`config.mk`:
```
export PLATFORM = sky130hd
export DESIGN_NAME = mem_access_unit_flat
export DESIGN_NICKNAME = d
export VERILOG_FILES = /design/src/rtl/mem_access_unit_if.sv /design/src/rtl/mem_access_unit.sv /design/src/flat_wrapper.sv
export SDC_FILE = /design/constraint.sdc
export NUM_CORES = 1
export LEC_CHECK = 0
export BUFFER_PORTS_ARGS = -buffer_cell sky130_fd_sc_hd__buf_2
export CAP_MARGIN = 20
export CORE_MARGIN = 2
export CORE_UTILIZATION = 26
export CTS_CLUSTER_DIAMETER = 80
export DETAILED_ROUTE_END_ITERATION = 10
export SLEW_MARGIN = 20
export SYNTH_ARGS = -nofsm -noshare
export SYNTH_HDL_FRONTEND = slang
export SYNTH_SLANG_ARGS = --single-unit
```
`constraint.sdc`:
```
create_clock -name clk -period 4 [get_ports clk]
set_clock_uncertainty 0.05 [all_clocks]
set_input_delay 0.6 -clock clk [delete_from_list [all_inputs] [get_ports clk]]
set_output_delay 0.6 -clock clk [all_outputs]
set_load 0.02 [all_outputs]
```
`src/rtl/mem_access_unit_if.sv`:
```
// Bus bundle between the control unit / memory and mem_access_unit.
interface mem_access_unit_if;
  logic [15:0] ADDR;
  logic        LD_MAR;
  logic        MIO_EN;
  logic        R_W;
  logic        DATA_SIZE;
  logic [15:0] WDATA;
  logic [15:0] MEM_RDATA;
  logic        MEM_R;
  logic [15:0] MEM_ADDR;
  logic        MEM_EN;
  logic [1:0]  MEM_WE;
  logic [15:0] MEM_WDATA;
  logic [15:0] MDR;
  logic        R;
  logic        BUSY;
  logic        UNALIGNED;
  logic        TIMEOUT_ERR;

  modport slave (
    input  ADDR, LD_MAR, MIO_EN, R_W, DATA_SIZE, WDATA, MEM_RDATA, MEM_R,
    output MEM_ADDR, MEM_EN, MEM_WE, MEM_WDATA, MDR, R, BUSY, UNALIGNED, TIMEOUT_ERR
  );

  modport master (
    output ADDR, LD_MAR, MIO_EN, R_W, DATA_SIZE, WDATA, MEM_RDATA, MEM_R,
    input  MEM_ADDR, MEM_EN, MEM_WE, MEM_WDATA, MDR, R, BUSY, UNALIGNED, TIMEOUT_ERR
  );
endinterface

```
`src/rtl/mem_access_unit.sv`:
```
// Memory access unit: MAR/MDR, byte/word lane steering, wait-state timeout
// and unaligned-word detection for a 16-bit datapath.
module mem_access_unit #(
  parameter int unsigned TIMEOUT = 15
) (
  input  logic               clk,
  input  logic               rst_n,
  mem_access_unit_if.slave   bus
);

  typedef enum logic [1:0] {IDLE, ACCESS, DONE, ABORT} state_t;

  localparam logic [7:0] TO_LAST = 8'(TIMEOUT - 1);

  state_t      state, state_nxt;
  logic [15:0] mar, mdr, wdata_q;
  logic        rw_q, size_q, abort_unal_q;
  logic [7:0]  wait_cnt;
  logic        addr_lsb, unal_det;
  logic [15:0] rd_val;

  // Alignment check must see the address being loaded on this same edge.
  assign addr_lsb = bus.LD_MAR ? bus.ADDR[0] : mar[0];

  // Read result: full word, or selected byte sign-extended.
  always_comb begin
    rd_val = bus.MEM_RDATA;
    if (!size_q) begin
      if (mar[0]) rd_val = {{8{bus.MEM_RDATA[15]}}, bus.MEM_RDATA[15:8]};
      else        rd_val = {{8{bus.MEM_RDATA[7]}},  bus.MEM_RDATA[7:0]};
    end
  end

  // State register.
  always_ff @(posedge clk or negedge rst_n) begin
    if (!rst_n) state <= IDLE;
    else        state <= state_nxt;
  end

  // Next-state logic and abort-cause detection.
  always_comb begin
    state_nxt = state;
    unal_det  = 1'b0;
    unique case (state)
      IDLE: begin
        if (bus.MIO_EN) begin
          if (bus.DATA_SIZE && addr_lsb) begin
            state_nxt = ABORT;
            unal_det  = 1'b1;
          end else begin
            state_nxt = ACCESS;
          end
        end
      end
      ACCESS: begin
        if (bus.MEM_R)                  state_nxt = DONE;
        else if (wait_cnt == TO_LAST)   state_nxt = ABORT;
      end
      DONE:    state_nxt = IDLE;
      ABORT:   state_nxt = IDLE;
      default: state_nxt = IDLE;
    endcase
  end

  // Datapath registers: MAR, latched request, wait counter, MDR.
  always_ff @(posedge clk or negedge rst_n) begin
    if (!rst_n) begin
      mar          <= '0;
      mdr          <= '0;
      wdata_q      <= '0;
      rw_q         <= 1'b0;
      size_q       <= 1'b0;
      abort_unal_q <= 1'b0;
      wait_cnt     <= '0;
    end else begin
      if (state == IDLE) begin
        if (bus.LD_MAR) mar <= bus.ADDR;
        if (bus.MIO_EN) begin
          rw_q         <= bus.R_W;
          size_q       <= bus.DATA_SIZE;
          wdata_q      <= bus.WDATA;
          abort_unal_q <= unal_det;
          wait_cnt     <= '0;
        end
      end
      if (state == ACCESS) begin
        if (!bus.MEM_R) wait_cnt <= wait_cnt + 8'd1;
        else if (!rw_q) mdr <= rd_val;
      end
    end
  end

  // Outputs decoded from state so reset clears them without waiting for an edge.
  always_comb begin
    bus.MEM_ADDR    = mar;
    bus.MEM_EN      = (state == ACCESS);
    bus.MEM_WE      = 2'b00;
    if (state == ACCESS && rw_q) begin
      if (size_q)      bus.MEM_WE = 2'b11;
      else if (mar[0]) bus.MEM_WE = 2'b10;
      else             bus.MEM_WE = 2'b01;
    end
    bus.MEM_WDATA   = size_q ? wdata_q : {wdata_q[7:0], wdata_q[7:0]};
    bus.MDR         = mdr;
    bus.R           = (state == DONE);
    bus.BUSY        = (state != IDLE);
    bus.UNALIGNED   = (state == ABORT) && abort_unal_q;
    bus.TIMEOUT_ERR = (state == ABORT) && !abort_unal_q;
  end

endmodule

```
`src/flat_wrapper.sv`:
```
// flat-port wrapper written by rule: the top's interface ports become plain ports
module mem_access_unit_flat 
#(
  parameter int unsigned TIMEOUT = 15
)
  (clk, rst_n, bus_ADDR, bus_LD_MAR, bus_MIO_EN, bus_R_W, bus_DATA_SIZE, bus_WDATA, bus_MEM_RDATA, bus_MEM_R, bus_MEM_ADDR, bus_MEM_EN, bus_MEM_WE, bus_MEM_WDATA, bus_MDR, bus_R, bus_BUSY, bus_UNALIGNED, bus_TIMEOUT_ERR);
  mem_access_unit_if bus_i ();
  input  logic clk;
  input  logic rst_n;
  input wire logic [$bits(bus_i.ADDR)-1:0] bus_ADDR;
  input wire logic [$bits(bus_i.LD_MAR)-1:0] bus_LD_MAR;
  input wire logic [$bits(bus_i.MIO_EN)-1:0] bus_MIO_EN;
  input wire logic [$bits(bus_i.R_W)-1:0] bus_R_W;
  input wire logic [$bits(bus_i.DATA_SIZE)-1:0] bus_DATA_SIZE;
  input wire logic [$bits(bus_i.WDATA)-1:0] bus_WDATA;
  input wire logic [$bits(bus_i.MEM_RDATA)-1:0] bus_MEM_RDATA;
  input wire logic [$bits(bus_i.MEM_R)-1:0] bus_MEM_R;
  output wire logic [$bits(bus_i.MEM_ADDR)-1:0] bus_MEM_ADDR;
  output wire logic [$bits(bus_i.MEM_EN)-1:0] bus_MEM_EN;
  output wire logic [$bits(bus_i.MEM_WE)-1:0] bus_MEM_WE;
  output wire logic [$bits(bus_i.MEM_WDATA)-1:0] bus_MEM_WDATA;
  output wire logic [$bits(bus_i.MDR)-1:0] bus_MDR;
  output wire logic [$bits(bus_i.R)-1:0] bus_R;
  output wire logic [$bits(bus_i.BUSY)-1:0] bus_BUSY;
  output wire logic [$bits(bus_i.UNALIGNED)-1:0] bus_UNALIGNED;
  output wire logic [$bits(bus_i.TIMEOUT_ERR)-1:0] bus_TIMEOUT_ERR;
  assign bus_i.ADDR = bus_ADDR;
  assign bus_i.LD_MAR = bus_LD_MAR;
  assign bus_i.MIO_EN = bus_MIO_EN;
  assign bus_i.R_W = bus_R_W;
  assign bus_i.DATA_SIZE = bus_DATA_SIZE;
  assign bus_i.WDATA = bus_WDATA;
  assign bus_i.MEM_RDATA = bus_MEM_RDATA;
  assign bus_i.MEM_R = bus_MEM_R;
  assign bus_MEM_ADDR = bus_i.MEM_ADDR;
  assign bus_MEM_EN = bus_i.MEM_EN;
  assign bus_MEM_WE = bus_i.MEM_WE;
  assign bus_MEM_WDATA = bus_i.MEM_WDATA;
  assign bus_MDR = bus_i.MDR;
  assign bus_R = bus_i.R;
  assign bus_BUSY = bus_i.BUSY;
  assign bus_UNALIGNED = bus_i.UNALIGNED;
  assign bus_TIMEOUT_ERR = bus_i.TIMEOUT_ERR;
  mem_access_unit #(.TIMEOUT(TIMEOUT)) u_core (.clk(clk), .rst_n(rst_n), .bus(bus_i));
endmodule
```
Word level (Yosys, flattened, before mapping)
Index checks and enable logic that the tools add are counted.
{ "classes": {"bitwise_logic": 1, "n_eq_ne": 6, "add_sub_neg": 1, "mux": 17, "n_reduce_logical": 12} }
{ "op_table": {"columns": ["op", "n"], "rows": [
  ["$mux 16", 3],
  ["$mux 8", 4],
  ["$mux 2", 7],
  ["$add 8x1->8 const B", 1],
  ["$eq 8x4->1 const B", 1],
  ["$pmux 2 s3", 1],
  ["$reduce_and 2->1", 3],
  ["$eq 2x2->1 const B", 2],
  ["$logic_and 1x1->1", 4],
  ["$ne 3x2->1 const B", 1],
  ["$reduce_and 3->1", 1],
  ["$eq 2x1->1 const B", 1],
  ["$logic_not 2->1", 1],
  ["$mux 1", 2],
  ["$ne 2x2->1 const B", 1],
  ["$reduce_bool 2->1", 1],
  ["$reduce_or 2->1", 1],
  ["$logic_not 1->1", 1],
  ["$not 1->1", 1]
]} }
{ "word_totals": {"ff_bits": 61, "wordCells": 45, "out_inout_bits": 55, "input_bits": 55} }

Logic depth before layout (Yosys ltp)
Gate-level depths: netlist of run 1.
{ "logic_depth": {"word_depth": 5, "ltp_mapped": 6, "mapped_depth_nobuf": 5} }

Worst setup path before layout of run 1
Ideal clock, no wire load.
{ "synth_timing": {"kind": "reg2out", "start": "register u_core.state[0]", "end": "output bus_MEM_WE[1]", "path_buffers": 1, "required_time_ns": 3.350, "arrival_time_ns": 1.234, "slack_ns": 2.116, "stages_incl_launch_ff": 5, "cell_sequence": "dfrtp_1 -> buf_4 -> nor2b_1 -> nand2_1 -> nor2_1"} }
{ "synth_between": {"elab_chain_len": 3} }
{ "synth_rtl": {"columns": ["element", "line_no", "text"], "rows": [
  ["from (decl)", "mem_access_unit.sv:15", "state_t state, state_nxt;"],
  ["from (signal assigned)", "mem_access_unit.sv:37", "else state <= state_nxt;"],
  ["$eq 2x1->1", null, null],
  ["via bus_MEM_EN", "flat_wrapper.sv:19", "output wire logic [$bits(bus_i.MEM_EN)-1:0] bus_MEM_EN;"],
  ["$logic_and 1x1->1", "mem_access_unit.sv:98", "if (state == ACCESS && rw_q) begin"],
  ["$mux 2", "mem_access_unit.sv:98", null],
  ["to (decl)", "flat_wrapper.sv:20", "output wire logic [$bits(bus_i.MEM_WE)-1:0] bus_MEM_WE;"]
]} }
The timed path passes the listed nets, and every way through them passes these cells.

Worst setup path after layout of run 1
{ "layout_timing": {"start": "register u_core.size_q", "end": "output bus_MEM_WE[0]"} }
{ "layout_between": {"elab_chain_len": 2} }
{ "layout_rtl": {"columns": ["element", "line_no", "text"], "rows": [
  ["from (decl)", "mem_access_unit.sv:17", "logic rw_q, size_q, abort_unal_q;"],
  ["from (signal assigned)", "mem_access_unit.sv:80", "size_q <= bus.DATA_SIZE;"],
  ["$mux 2", "mem_access_unit.sv:99", "if (size_q) bus.MEM_WE = 2'b11;"],
  ["$mux 2", "mem_access_unit.sv:98", null]
]} }
No other way between the ends.

==> out/qor.csv, run 1 <==
stage,metric,value,unit
global_routing,use_met3,4.60,%
synthesis,syn_nets,285,
synthesis,netlist_instances,228,
clock_tree,hold_buffers,0,
final_layout,final_nets,385,
hold_path,hold_path.class,in -> async,
timing,period_minus_slack,2.73,ns
clock_tree,cts_max_level,3,
timing,grt_setup_unrepaired,no,
global_routing,grt_pass1_wl,10.0,mm
timing,slew_headroom,39.2,%
route,drt_iter0_drc,92,
critical_path,timing.rr.start,u_core.state[1],
synthesis,synth.top_cell.area_share,54.6,%
critical_path,crit_slowest_cell,dfrtp_1,
critical_path,end_kind,primary output,
power,leakage,1.72,nW
clock_tree,cts_buffers,9,
synthesis,ys_seq_area_share,54.6,%
critical_path,cpPeakStageDelay,0.79,ns
floorplanning,start_util,27.0,%
power,combPwrFrac,45.1,%
final_layout,final_cells,469,
route,dr.pass1.iters,6,
final_layout,diodes,0,
synthesis,ys_ff_latch,61,
synthesis,synth_area,2800,um^2
route,final_antenna_net_count,0,
floorplanning,fp.dieW,108,um
power,power_frac_clock,18.8,%
floorplanning,rows,37,
final_layout,seq_area,1530,um^2
global_routing,grt_most_used_layer,met2,
global_routing,overflow,0,
critical_path,cp.required,3.35,ns
synthesis,ys_types,34,
power,p_sw_share,41.8,%
floorplanning,core,10400,um^2
clock_tree,clk_latency,0.35,ns
synthesis,syn_area_per_cell,12.3,um^2
global_routing,antenna_found_initial,0,
clock_tree,cts_tree,built,
clock_tree,clkSinkCount,61,
clock_tree,post_cts_resized,0,
placed_design,portBuffers,109,
critical_path,cp_cell_sequence,nand2b_1 > and3_1 > buf_2,
global_routing,met2_usage,16.8,%
global_routing,grtUsageTotal,11.2,%
synthesis,synth_top_cell_by_area,dfrtp_1,
timing,worst_pin_slew,0.912,ns
power,total_power,3.08,mW
route,vias,2091,
outcome,outcome,finished clean,
power,cellPowerDensity,856,nW/um^2
placed_design,gp_congestion,0.738,
critical_path,start_kind,flip-flop,
power,switchingPower,1.29,mW
route,drc,0,
floorplanning,pin_count,110,
critical_path,r2r_cells,2,
synthesis,synth_common_cells,"dfrtp_1 (61), mux2_2 (43), nor2_1 (19)",
power,max-vdd-ir-drop,319,uV
timing,clock.fmax,366,MHz
timing,setup_viol,0,
timing,drv_slew,0,
critical_path,crit_arrival,2.08,ns
global_routing,grt_max_degree,42,
final_layout,drive_above_1_share,53.2,%
critical_path,crit_end,bus_MEM_WE[0],
global_routing,met1_usage,15.0,%
final_layout,synthToLayoutAreaGrowth,28.7,%
clock_tree,root_buffer,clkbuf_8,
final_layout,final.fill_count,1074,
floorplanning,dieArea,11600,um^2
final_layout,multiInputGateArea,1120,um^2
synthesis,synth.most_common_cell,dfrtp_1,
floorplanning,die_h,108,um
timing,fin_crit_sh,68.3,%
clock_tree,clkTransAtPathRegs,0.08,ns
synthesis,yosysWarnings,0,
synthesis,async_flop_share,100,%
power,p_int,1.79,mW
timing,finalSetupTns,0,ns
placed_design,place_hpwl,4.55,mm
critical_path,path_class,reg -> out,
clock_tree,post-cts-setup-buffers,0,
route,drt-total-wl,6.33,mm
critical_path,rrSetupSlack,2.11,ns
synthesis,synth-edff-count,0,
critical_path,crit_path_start,u_core.size_q,
placed_design,placed_cells,453,
synthesis,synth_area_leaders,"dfrtp_1 (55%), mux2_2 (17%), mux2i_1 (3.9%)",
power,seq_power_share,36.2,%
route,wl_per_cell,13.5,um
clock_tree,cts_buffer_depth,2,
critical_path,path_max_fanout,19,
route,viasPerCell,4.46,
timing,finalHoldViolCount,0,
flow_run,maxCapViolCount,0,
synthesis,synthFlopType,dfrtp_1,
critical_path,rr_endpoint,u_core.wdata_q[14],
global_routing,grt_pass1_vias,1981,
## per-layer routing
layer	vias up	part of all wire [%]
met1	992	47
li1	1010	-
met3	8	8.0
met5	-	0
met4	0	1.1
met2	81	44
## how the worst min path moves through the flow
| stage | depth (start not counted) | end | startpoint |
|---|---|---|---|
| after floorplan | 0 | u_core.abort_unal_q | rst_n |
| after global placement | 1 | u_core.wait_cnt[7] | u_core.wait_cnt[7] |
| after detailed placement | 1 | u_core.wait_cnt[7] | u_core.wait_cnt[7] |
| after CTS | 1 | u_core.wdata_q[13] | rst_n |
| after global routing | 1 | u_core.wdata_q[13] | rst_n |
| final | 1 | u_core.bus.MDR[3] | rst_n |
## power groups by stage
stage	registers [mW]	clock network [mW]	logic (mW)
after detailed placement	1.13	0	1.41
after global placement	1.12	0	1.39
after CTS	1.12	0.604	1.41
final	1.11	0.578	1.39
after floorplan	1.26	0	0.894
after global routing	1.16	0.637	1.51
## placed cells by master (no fill, tap or decap), drive strengths merged
cell type,n
o21ai,4
clkbuf,9
bufinv,1
or3b,2
o31ai,2
nand2b,1
a31oi,8
nor4,1
and3,2
o41ai,2
nand2,15
nor2,20
nor4bb,1
clkinv,1
a21oi,9
or4b,1
clkinvlp,2
buf,111
and2b,1
nand4,1
o211ai,2
nand4bb,1
or2,2
inv,8
o311a,1
o311ai,2
dfrtp,61
mux2i,11
nor2b,1
nand3,4
ha,2
nor3,1
mux2,43
## cells by family after synthesis
kind of cell,after synthesis,share of synthesized area (%)
compound gates,30,7.07
fa+ha+maj,2,0.894
buf+inv,27,6.04
flops,61,54.6
mux,54,21.2
simple gates,54,10.2
## flip-flops by register name, summed over array words and instances (netlist names)
| signal | cells |
|---|---|
| u_core.state | 2 |
| u_core.abort_unal_q | 1 |
| u_core.bus.MDR | 16 |
| u_core.rw_q | 1 |
| u_core.bus.MEM_ADDR | 16 |
| u_core.wait_cnt | 8 |
| u_core.size_q | 1 |
| u_core.wdata_q | 16 |
## area by class of cell
class,count,area share [%]
inverter,5,0.521
clock inverter,7,2.29
tap,136,4.73
clock buffer,9,3.44
timing repair buffer,111,15.6
multi-input combinational,140,31.0
sequential,61,42.4
## worst max-delay path, delay by kind of cell, from the launching register on
kind	cells	cell delay, ns
buffers and inverters	1	0.16
DFF	1	0.79
and+or+nand+nor	2	0.77
## stage by stage
stage / cell area [um^2] / setup WS [ns] / hold WS (ns) / util [%]
2_1_floorplan: 2800 / 2.12 / 0.254 / -
3_3_place_gp: 3390 / 1.66 / 0.419 / 32.7
3_5_place_dp: 3390 / 1.61 / 0.426 / 32.7
4_1_cts: 3600 / 1.22 / 0.354 / 34.7
5_1_grt: 3600 / 1.10 / 0.393 / 34.7
6_report: 3600 / 1.27 / 0.336 / 34.7
No activity file was read; power rests on OpenSTA's default activity.
==> run 2, diff against run 1 <==
--- a/config.mk
+++ b/config.mk
@@ -5,6 +5,7 @@
 export SDC_FILE = /design/constraint.sdc
 export NUM_CORES = 1
 export LEC_CHECK = 0
+export ABC_AREA = 1
 export BUFFER_PORTS_ARGS = -buffer_cell sky130_fd_sc_hd__buf_2
 export CAP_MARGIN = 20
 export CORE_MARGIN = 2
==> constraint.sdc (replaced) <==
create_clock -name clk -period 2.7 [get_ports clk]
set_clock_uncertainty 0.05 [all_clocks]
set_input_delay 0.405 -clock clk [delete_from_list [all_inputs] [get_ports clk]]
set_output_delay 0.405 -clock clk [all_outputs]
set_load 0.02 [all_outputs]
==> run 2 against run 1 <==
Clock-buffer cell count is 2 higher. Sequential power is 39% higher. First-iteration DRC count is 130% higher. Clock power is 36% higher. Global-route usage is 2.2 points higher. Sequential share of layout area is 1.5 points lower. Synthesized cell count is 69% higher. Total power is 41% higher. Routed wire length is 23% higher. Critical path type unchanged.
==> out/qor.csv, run 2 <==
stage,metric,value,unit,change
outcome,outcome,finished clean,,
critical_path,path_max_fanout,14,,-5
clock_tree,clkTransAtPathRegs,0.07,ns,about the same
final_layout,diodes,0,,unchanged
placed_design,place_hpwl,5.84,mm,+28%
clock_tree,clk_latency,0.34,ns,about the same
critical_path,path_delay_family,buffers and inverters,,
flow_run,maxCapViolCount,0,,unchanged
synthesis,syn_area_per_cell,7.58,um^2,-38%
timing,slew_headroom,68.3,%,+29 points
clock_tree,cts_tree,built,,
timing,grt_setup_unrepaired,no,,
timing,fin_hold_ws,0.221,ns,-0.115 ns
synthesis,synth_area_leaders,"dfrtp_1 (52%), nand2_1 (28%), nand3_1 (4.1%)",,
timing,setup_viol,0,,unchanged
critical_path,crit_slowest_cell,dfrtp_1,,
synthesis,synth_area,2920,um^2,+4.3%
timing,finalHoldViolCount,0,,unchanged
critical_path,cp_cell_sequence,buf_4 > nor2_1 > nor3_1 > buf_2,,
final_layout,synthToLayoutAreaGrowth,28.0,%,
synthesis,netlist_instances,385,,+69%
critical_path,crit_arrival,1.51,ns,-0.57 ns
global_routing,grt_pass1_vias,2690,,+36%
synthesis,ys_ff_latch,61,,unchanged
floorplanning,fp.dieW,110,um,+2.1%
synthesis,async_flop_share,100,%,unchanged
clock_tree,clkSinkCount,61,,unchanged
floorplanning,die_h,110,um,+2.1%
route,viasPerCell,4.39,,-1.5%
synthesis,ys_seq_area_share,52.3,%,-2.3 points
power,leakage,2.17,nW,+26%
global_routing,antenna_found_initial,0,,unchanged
synthesis,synth-edff-count,0,,unchanged
critical_path,start_kind,flip-flop,,
clock_tree,cts_buffer_depth,2,,unchanged
critical_path,critPathBufInv,2,,+1
timing,worst_pin_slew,0.474,ns,-0.438 ns
route,wl_met3,718,um,+42%
global_routing,grt_pass1_wl,12.5,mm,+25%
route,wl_per_cell,12.2,um,-9.3%
route,dr_wl_met2,3.62,mm,+29%
route,drt_iter0_drc,214,,+130%
final_layout,drive_above_1_share,27.5,%,-26 points
timing,fin_crit_sh,73.0,%,
timing,finalSetupTns,0,ns,unchanged
critical_path,end_kind,primary output,,
clock_tree,cts_max_level,3,,unchanged
placed_design,gp_congestion,0.804,,+8.9%
synthesis,syn_nets,442,,+55%
route,drt-total-wl,7.76,mm,+23%
synthesis,synth_top_cell_by_area,dfrtp_1,,
final_layout,final_nets,547,,+42%
clock_tree,cts_buffers,9,,unchanged
floorplanning,rows,38,,+2.7%
route,final_antenna_net_count,0,,unchanged
timing,drv_slew,0,,unchanged
final_layout,final_common_cell,nand2_1,,
floorplanning,dieArea,12100,um^2,+4.2%
route,drc,0,,unchanged
placed_design,portBuffers,109,,unchanged
synthesis,synth_common_cells,"nand2_1 (215), dfrtp_1 (61), nand3_1 (24)",,
critical_path,cp.required,2.25,ns,-1.10 ns
power,max-vdd-ir-drop,532,uV,+67%
final_layout,final_cells,634,,+35%
route,route.layer.met1.wl,3.33,mm,+13%
floorplanning,pin_count,110,,unchanged
global_routing,grtUsageTotal,13.5,%,+2.2 points
route,dr.pass1.iters,4,,-2
critical_path,path_class,reg -> out,,
floorplanning,core,10900,um^2,+5.0%
placed_design,placed_cells,618,,+36%
hold_path,hold_path.class,in -> reg,,
timing,clock.fmax,508,MHz,
clock_tree,root_buffer,clkbuf_8,,
synthesis,synth.most_common_cell,nand2_1,,
synthesis,yosysWarnings,0,,unchanged
synthesis,ys_types,23,,-32%
power,total_power,4.36,mW,+41%
route,top_layer,met4,,
route,vias,2783,,+33%
global_routing,grt_max_degree,29,,-31%
final_layout,final.fill_count,1154,,+7.4%
global_routing,overflow,0,,unchanged
critical_path,cpPeakStageDelay,0.44,ns,-0.35 ns
timing,period_minus_slack,1.97,ns,
synthesis,synth.top_cell.area_share,52.3,%,-2.3 points
power,cellPowerDensity,1170,nW/um^2,+36%
final_layout,final_cell_mix,"nand2_1 (215), buf_2 (109), dfrtp_1 (61), nand3_1 (24), inv_1 (18)",,
synthesis,synthFlopType,dfrtp_1,,
floorplanning,start_util,26.8,%,-0.17 points
[run 2: cell types whose count changed after synthesis, moves of 3 or more]
| cell | change |
|---|---|
| inv_1 | +13 |
| mux2_2 | -43 |
| a21oi_1 | -8 |
| o21ai_0 | +8 |
| nand3_1 | +20 |
| inv_2 | +3 |
| nor2_1 | -9 |
| mux2i_1 | -11 |
| nor3_1 | +5 |
| nand2_2 | +3 |
| a31oi_1 | -8 |
| nand2_1 | +200 |
[run 2: tightest hold or removal path, delay by kind of cell]
family / cells / cell delay [ns]
buf+inv: 1 / 0.08
simple gates: 2 / 0.09
[run 2: final timing paths]
check                                    from                 endpoint  slack, ns  depth (start not counted)
max                             u_core.size_q            bus_MEM_WE[1]       0.73                          4
min                             bus_WDATA[10]       u_core.wdata_q[10]       0.22                          3
max reg2reg                   u_core.state[0]       u_core.wait_cnt[2]       1.08                          6
min reg2reg                u_core.wdata_q[12]       u_core.wdata_q[12]       0.42                          2
max in group asynchronous               rst_n       u_core.bus.MDR[11]       1.37                          3
min in group asynchronous               rst_n  u_core.bus.MEM_ADDR[11]       0.48                          2
[run 2: power breakdown]
part / leakage [nW] / total, mW / switching [mW] / internal (mW)
logic: 1.31 / 2.03 / 1.40 / 0.625
registers: 0.773 / 1.54 / 0.248 / 1.30
clock network: 0.0854 / 0.785 / 0.365 / 0.420
[run 2: area by class of cell]
class	count	area, um^2	share of cell area (%)
clock inverters	4	50.0	1.34
multi-input cells	281	1180	31.5
inverters	22	82.6	2.21
well taps	140	175	4.69
clock buffers	11	131	3.52
flip-flops and latches	61	1530	40.9
repair buffers	115	593	15.9
[run 2: cells by family (layout without fill, tap and decap cells)]
family / Yosys count / count (layout) / synth area share, %
and+or+nand+nor: 266 / 266 / 37.2
DFF: 61 / 61 / 52.3
buffers and inverters: 43 / 152 / 7.37
AOI/OAI and AO/OA: 13 / 13 / 2.23
adders and majority gates: 2 / 2 / 0.857
[run 2: metal layers]
metal  GRT usage, %  vias up
met5              0        -
met4           4.07        0
met3           5.39        8
met2           22.7       95
met1           15.7     1291
li1               -     1389
[run 2: repair_timing]
item | in CTS | in global routing
hold buffers | 1 | 0
endpoints found under the setup margin | 0 | 0
hold endpoints to repair | 17 | 0
resized for setup | 0 | 0
setup buffers | 0 | 0
[run 2: metrics by stage]
| step | setup slack [ns] | utilization [%] | area [um^2] |
|---|---|---|---|
| global placement | 1.09 | 32.6 | 3540 |
| detailed placement | 1.06 | 32.6 | 3540 |
| finish | 0.730 | 34.3 | 3740 |
| global route | 0.593 | 34.3 | 3740 |
| CTS | 0.688 | 34.3 | 3740 |
| floorplan | 1.08 | - | 2920 |
